`src/rtl/uart_tx_scheduler.sv`:
```
// UART transmit sequencer: frames bytes as start, data (LSB first), optional
// even parity and stop bits. It advances on the oversampling tick and keeps one
// byte in a holding register so the host can queue the next write.
module uart_tx_scheduler #(
  parameter int DATA_WIDTH = 8,
  parameter int OVERSAMPLE = 16,
  parameter int PARITY_EN  = 1
) (
  input  logic                  clk,
  input  logic                  reset,
  input  logic                  sample_ENABLE,
  input  logic                  Tx_EN,
  input  logic                  Tx_WR,
  input  logic [DATA_WIDTH-1:0] Tx_DATA,
  output logic                  TxD,
  output logic                  Tx_BUSY,
  output logic                  Tx_READY,
  output logic                  Tx_DONE,
  output logic                  Tx_OVF
);

  localparam int TICK_W = (OVERSAMPLE > 2) ? $clog2(OVERSAMPLE) : 1;
  localparam int BIT_W  = $clog2(DATA_WIDTH + 1);
  localparam logic [TICK_W-1:0] TICK_MAX = TICK_W'(OVERSAMPLE - 1);
  localparam logic [BIT_W-1:0]  BIT_LAST = BIT_W'(DATA_WIDTH - 1);

  typedef enum logic [2:0] {
    S_IDLE,
    S_START,
    S_DATA,
    S_PARITY,
    S_STOP
  } state_t;

  state_t                r_state;
  state_t                w_state_n;
  logic [TICK_W-1:0]     r_tick;
  logic [TICK_W-1:0]     w_tick_n;
  logic [BIT_W-1:0]      r_bit;
  logic [BIT_W-1:0]      w_bit_n;
  logic [DATA_WIDTH-1:0] r_shift;
  logic [DATA_WIDTH-1:0] w_shift_n;
  logic [DATA_WIDTH-1:0] r_hold;
  logic                  r_hold_full;
  logic                  r_par;
  logic                  w_par_n;
  logic                  r_txd;
  logic                  w_txd_n;
  logic                  r_done;
  logic                  w_done_n;
  logic                  r_ovf;
  logic                  w_ovf_n;
  logic                  w_adv;
  logic                  w_load;
  logic                  w_accept;

  function automatic logic f_even_parity(input logic [DATA_WIDTH-1:0] d);
    return ^d;
  endfunction

  // Next-state, bit/tick bookkeeping and the registered line value
  always_comb begin
    w_state_n = r_state;
    w_tick_n  = r_tick;
    w_bit_n   = r_bit;
    w_shift_n = r_shift;
    w_load    = 1'b0;
    w_done_n  = 1'b0;
    w_txd_n   = 1'b1;
    w_adv     = sample_ENABLE && (r_tick == TICK_MAX);

    if (r_state != S_IDLE && sample_ENABLE) begin
      w_tick_n = w_adv ? '0 : r_tick + 1'b1;
    end

    case (r_state)
      S_IDLE: begin
        if (r_hold_full && Tx_EN) w_load = 1'b1;
      end
      S_START: begin
        if (w_adv) w_state_n = S_DATA;
      end
      S_DATA: begin
        if (w_adv) begin
          w_shift_n = r_shift >> 1;
          if (r_bit == BIT_LAST) begin
            w_bit_n   = '0;
            w_state_n = (PARITY_EN != 0) ? S_PARITY : S_STOP;
          end else begin
            w_bit_n = r_bit + 1'b1;
          end
        end
      end
      S_PARITY: begin
        if (w_adv) w_state_n = S_STOP;
      end
      S_STOP: begin
        if (w_adv) begin
          w_done_n = 1'b1;
          if (r_hold_full && Tx_EN) w_load = 1'b1;
          else                      w_state_n = S_IDLE;
        end
      end
      default: w_state_n = S_IDLE;
    endcase

    // Loading the held byte restarts the frame regardless of where we came from
    if (w_load) begin
      w_state_n = S_START;
      w_shift_n = r_hold;
      w_tick_n  = '0;
      w_bit_n   = '0;
    end

    w_par_n  = w_load ? f_even_parity(r_hold) : r_par;
    w_accept = Tx_WR && Tx_EN && (!r_hold_full || w_load);
    w_ovf_n  = Tx_WR && Tx_EN && r_hold_full && !w_load;

    case (w_state_n)
      S_START:  w_txd_n = 1'b0;
      S_DATA:   w_txd_n = w_shift_n[0];
      S_PARITY: w_txd_n = w_par_n;
      default:  w_txd_n = 1'b1;
    endcase
  end

  // FSM state register
  always_ff @(posedge clk) begin
    if (reset) r_state <= S_IDLE;
    else       r_state <= w_state_n;
  end

  // Datapath, holding register and output registers
  always_ff @(posedge clk) begin
    if (reset) begin
      r_tick      <= '0;
      r_bit       <= '0;
      r_shift     <= '0;
      r_hold      <= '0;
      r_hold_full <= 1'b0;
      r_par       <= 1'b0;
      r_txd       <= 1'b1;
      r_done      <= 1'b0;
      r_ovf       <= 1'b0;
    end else begin
      r_tick  <= w_tick_n;
      r_bit   <= w_bit_n;
      r_shift <= w_shift_n;
      r_par   <= w_par_n;
      r_txd   <= w_txd_n;
      r_done  <= w_done_n;
      r_ovf   <= w_ovf_n;
      if (w_accept) begin
        r_hold      <= Tx_DATA;
        r_hold_full <= 1'b1;
      end else if (w_load) begin
        r_hold_full <= 1'b0;
      end
    end
  end

  assign TxD      = r_txd;
  assign Tx_BUSY  = (r_state != S_IDLE);
  assign Tx_READY = !r_hold_full;
  assign Tx_DONE  = r_done;
  assign Tx_OVF   = r_ovf;

endmodule
```
`config.mk`:
```
export PLATFORM = sky130hd
export DESIGN_NAME = uart_tx_scheduler
export DESIGN_NICKNAME = d
export VERILOG_FILES = /design/src/rtl/uart_tx_scheduler.sv
export SDC_FILE = /design/constraint.sdc
export NUM_CORES = 1
export LEC_CHECK = 0
export CAP_MARGIN = 25
export CORE_ASPECT_RATIO = 1.75
export CORE_UTILIZATION = 50
export DETAILED_ROUTE_END_ITERATION = 7
export GPL_TIMING_DRIVEN = 0
export PLACE_DENSITY = 0.7
export SYNTH_ARGS = -nofsm -noshare
export SYNTH_HDL_FRONTEND = slang
export SYNTH_SLANG_ARGS = --single-unit
```
`constraint.sdc`:
```
create_clock -name clk -period 3.7 [get_ports clk]
set_input_delay 1.11 -clock clk [delete_from_list [all_inputs] [get_ports clk]]
set_output_delay 1.11 -clock clk [all_outputs]
set_load 0.02 [all_outputs]
```
# Word-level counts from Yosys, hierarchy flattened
# Index checks and enable logic that the tools add are counted.
[totals]
mem_count = 0
rom_bits = 0
latch_bits = 0
in_bits = 13
ram_bits = 0
regBits = 32
output_inout_bits = 5
wordCells = 64
[op_classes]
shift = 0
order_cmp = 0
div = 0
n_reduce_logical = 20
addsub = 2
n_mul = 0
n_bitwise = 1
n_eq_ne = 9
mux = 21
[ops]
columns = ["cell", "n"]
rows = [
  ["8-bit two-way mux", 3],
  ["3-bit two-way mux", 7],
  ["3-bit case mux with 5 select lines", 1],
  ["3-bit by 2-bit == test with 1-bit output (second input constant)", 4],
  ["4-bit by 1-bit adder with 4-bit output (second input constant)", 2],
  ["4-bit two-way mux", 2],
  ["8-bit parity", 1],
  ["1-bit logical AND", 7],
  ["3-bit by 1-bit == test with 1-bit output (second input constant)", 2],
  ["1-bit two-way mux", 6],
  ["2-bit nonzero test", 3],
  ["4-bit by 3-bit == test with 1-bit output (second input constant)", 1],
  ["4-bit == test (second input constant)", 1],
  ["2-bit AND reduction", 2],
  ["2-bit OR reduction", 2],
  ["3-bit == test (second input constant)", 1],
  ["3-bit zero test", 1],
  ["1-bit case mux with 3 select lines", 1],
  ["3-bit nonzero test", 1],
  ["1-bit zero test", 2],
  ["1-bit case mux with 2 select lines", 1],
  ["1-bit logical OR", 1],
  ["1-bit inverter", 1],
]

# Longest topological paths before layout
[logic_depth]
word_depth = 7
ltp_mapped = 7
depth_no_buf = 6

# Worst setup path after synthesis
# No wires, ideal clock.
[synth_path]
path_kind = "input-to-reg"
from = "input port sample_ENABLE"
to = "register r_hold[0]"
arrival_ns = 2.240
required_ns = 3.572
setup_ns = 0.128
path_buffers = 1
path_stages = 6
slack_ns = 1.332
path_cell_list = "nand4_4 a211o_1 buf_6 a21oi_4 mux2i_1 nor2_1"
[synth_via]
elab_chain_len = 5
[synth_lines]
columns = ["item", "line", "rtl"]
rows = [
  ["start, declared", "11", "input logic sample_ENABLE,"],
  ["1-bit logical AND", "70", "w_adv = sample_ENABLE && (r_tick == TICK_MAX);"],
  ["1-bit two-way mux", "98", "if (w_adv) begin"],
  ["1-bit case mux with 2 select lines", "76", "case (r_state)"],
  ["1-bit logical OR", "116", "w_accept = Tx_WR && Tx_EN && (!r_hold_full || w_load);"],
  ["1-bit logical AND", "116", ""],
  ["end signal, assigned", "154", "r_hold <= Tx_DATA;"],
  ["end, declared", "43", "logic [DATA_WIDTH-1:0] r_hold;"],
]
# Every way passes these cells.
# A chain may end at the register's enable or synchronous reset.

# Worst setup path after layout
[layout_path]
from = "input port sample_ENABLE"
to = "register r_hold[6]"
# The elaborated chain is that of the path after synthesis.

==> results.yml <==
critical_path:
  cp_max_fo: 9
  worst-setup-path-type: "primary input to flop"
  cp_top_family: "buffers and inverters"
  required_ns: 3.86
  crit_slowest_cell: "clkdlybuf4s50_1"
  end_kind: "flop"
  crit_chain: "clkdlybuf4s50_1 > nand4_4 > a211o_1 > buf_6 > a21oi_4 > mux2i_1 > nor2_1"
  crit_buf_inv: 2
  worstPathArrival_ns: 3.04
  startpoint_type: "primary input"
  critPathMaxStageDelay_ns: 0.60
clock_tree:
  cts-root-buf: "clkbuf_8"
  cts_hold_buf: 0
  clk_pin_slew_ns: 0.06
  cts-resized-gates: 0
  ctsHtreeMaxLevel: 2
  clock_latency_ns: 0.28
  numCtsBuffers: 5
  cts_tree: "yes"
  clock_path_buffers: 2
  cts_setup_buffers: 0
  clock-sinks: 32
sta:
  skew_ns: 0.00305
  maxSlewHeadroom_pct: 55.0
  clock.fmax_mhz: 347
  finalHoldViolCount: 0
  fin_crit_ns: 2.88
  final.setup.tns_ns: 0
  finalSetupViolCount: 0
  worstMarginPinSlew_ns: 0.671
  period_share_pct: 77.9
  grt_setup_unrepaired: "no"
  slew_violations: 0
pwr:
  p_total_uw: 690
  p_leak_uw: 0.000627
  ir_worst_vdd_uv: 306
  powerDensity_nw_per_um2: 403
cells_and_area:
  drive_above_1_share_pct: 6.49
  area_delta_synth_final_pct: 19.7
  nFillCells: 260
  diodes: 0
  layout.nets: 200
synthesis:
  syn_avg_cell_area_um2: 8.87
  syn_area_um2: 1430
  ys.flop_type: "dfxtp_1"
  syn-num-nets: 176
  seq_area_frac_synth_pct: 44.8
  synthArstFlopShare_pct: 0
  synth_common_cells: "dfxtp_1 (32), nand2_1 (25), nor2_1 (23)"
  ys_warn_count: 0
  synth_cell_type_count: 34
  synth_seq_cells: 32
  synth_top_area_share_pct: 44.8
  synth_cells: 161
  yosys.area.top_type: "dfxtp_1"
  synth-edff-count: 0
  synth_area_leaders: "dfxtp_1 (45%), nand2_1 (6.6%), mux2i_1 (6.3%)"
  yosysMostFrequentCell: "dfxtp_1"
placement:
  port_buffers: 17
  hpwl_um: 2240
  place_congestion: 0.778
min_path:
  min_path_type: "flop to flop"
global_routing:
  antenna_found_initial: 0
  met2_usage_pct: 43.6
  grt_first_pass_wirelength_um: 5280
  overflow: 0
  use_met1_pct: 21.1
  busiest_layer: "met2"
  grt_use_total_pct: 22.7
  grt_max_degree: 11
  grt_pass1_vias: 1246
  grt_use_met3_pct: 5.45
route:
  drc: 0
  via_count: 1211
  routed_wirelength_um: 3020
  avgViaCountPerCell: 5.71
  drt_iter0_markers: 34
  avgRoutedWirePerCell_um: 14.2
  antenna_left: 0
  drt_pass1_iterations: 4
floorplanning:
  coreArea_um2: 2720
  die_area_um2: 3080
  initial_core_util_pct: 52.5
  die_y_um: 72.7
  rows: 25
  io_pins: 18
  die_x_um: 42.4
status:
  outcome: "complete, no violations"
run:
  maxCapViolations: 0
-- kinds of logic (layout without fill, tap and decap cells) --
group	after synthesis	in the layout	synth area share (%)
AOI/OAI and AO/OA	29	29	14.5
DFF	32	32	44.8
muxes	9	9	6.30
adders and majority gates	2	2	1.75
buffers and inverters	10	34	3.15
and+or+nand+nor	70	70	23.9
xor gates and xnor gates	9	9	5.52
-- per-stage QoR --
step / setup WS [ns] / cells / instance area [um^2] / hold WS [ns] / utilization, %
floorplan: 1.33 / 161 / 1430 / 0.448 / -
global placement: 0.575 / 205 / 1630 / 0.460 / 60.0
detailed placement: 0.495 / 205 / 1630 / 0.472 / 60.0
CTS: 0.792 / 212 / 1710 / 0.482 / 62.9
global route: 0.683 / 212 / 1710 / 0.512 / 62.9
finish: 0.819 / 212 / 1710 / 0.476 / 62.9
-- placed cells by master, fill, tap and decap left out, types with 2 or more instances in the layout --
cell type | Yosys | routed
mux2i_1 | 9 | 9
inv_1 | 3 | 3
nand2b_1 | 2 | 2
dfxtp_1 | 32 | 32
a211oi_1 | 3 | 3
ha_1 | 2 | 2
nand2_1 | 25 | 25
a21oi_1 | 9 | 9
nor3_1 | 2 | 2
or3_1 | 2 | 2
xor2_1 | 2 | 2
clkdlybuf4s50_1 | 0 | 17
nor2_1 | 23 | 23
clkbuf_8 | 0 | 5
o21ai_0 | 4 | 4
a311oi_1 | 7 | 7
nand3_1 | 5 | 5
xnor2_1 | 7 | 7
nor2b_1 | 2 | 2
clkbuf_1 | 6 | 7
-- per-layer routing --
metal	part of all wire [%]	wire [um]
met4	2.5	76
met5	0	0
met3	2.6	78
met1	38	1130
met2	57	1730
-- power breakdown --
| part | internal (uW) | switching (uW) | total (uW) |
|---|---|---|---|
| sequential | 356 | 9.34 | 366 |
| clock | 128 | 123 | 250 |
| combinational | 37.7 | 36.0 | 73.7 |
-- final timing paths --
path | start | to | slack [ns] | depth (start not counted)
setup reg to reg | r_tick[0] | r_hold[6] | 1.63 | 7
setup / recovery | sample_ENABLE | r_hold[6] | 0.82 | 7
hold / removal | r_shift[7] | r_shift[7] | 0.48 | 2
hold reg to reg | r_shift[7] | r_shift[7] | 0.48 | 2
-- state kept, by name, summed over array words and instances (netlist names) --
| signal | count |
|---|---|
| r_bit | 4 |
| r_hold_full | 1 |
| TxD | 1 |
| r_hold | 8 |
| r_par | 1 |
| r_shift | 8 |
| r_state | 3 |
| Tx_DONE | 1 |
| r_tick | 4 |
| Tx_OVF | 1 |
-- layout make-up --
class / count / area [um^2] / share of cell area (%)
multi-input combinational: 119 / 743 / 43.5
sequential: 32 / 641 / 37.5
timing repair buffer: 17 / 170 / 9.95
clock buffer: 6 / 72.6 / 4.24
buffer: 7 / 33.8 / 1.98
tap: 27 / 33.8 / 1.98
inverter: 3 / 11.3 / 0.658
clock inverter: 1 / 5.00 / 0.293
-- worst reg2reg max path: stages, from the launching register on --
cell and delay [ns]:
dfxtp_1 0.38, ha_1 0.25, nand4_4 0.18, a211o_1 0.34, buf_6 0.14, a21oi_4 0.33, mux2i_1 0.25, nor2_1 0.06
(Power assumes the default switching activity.)
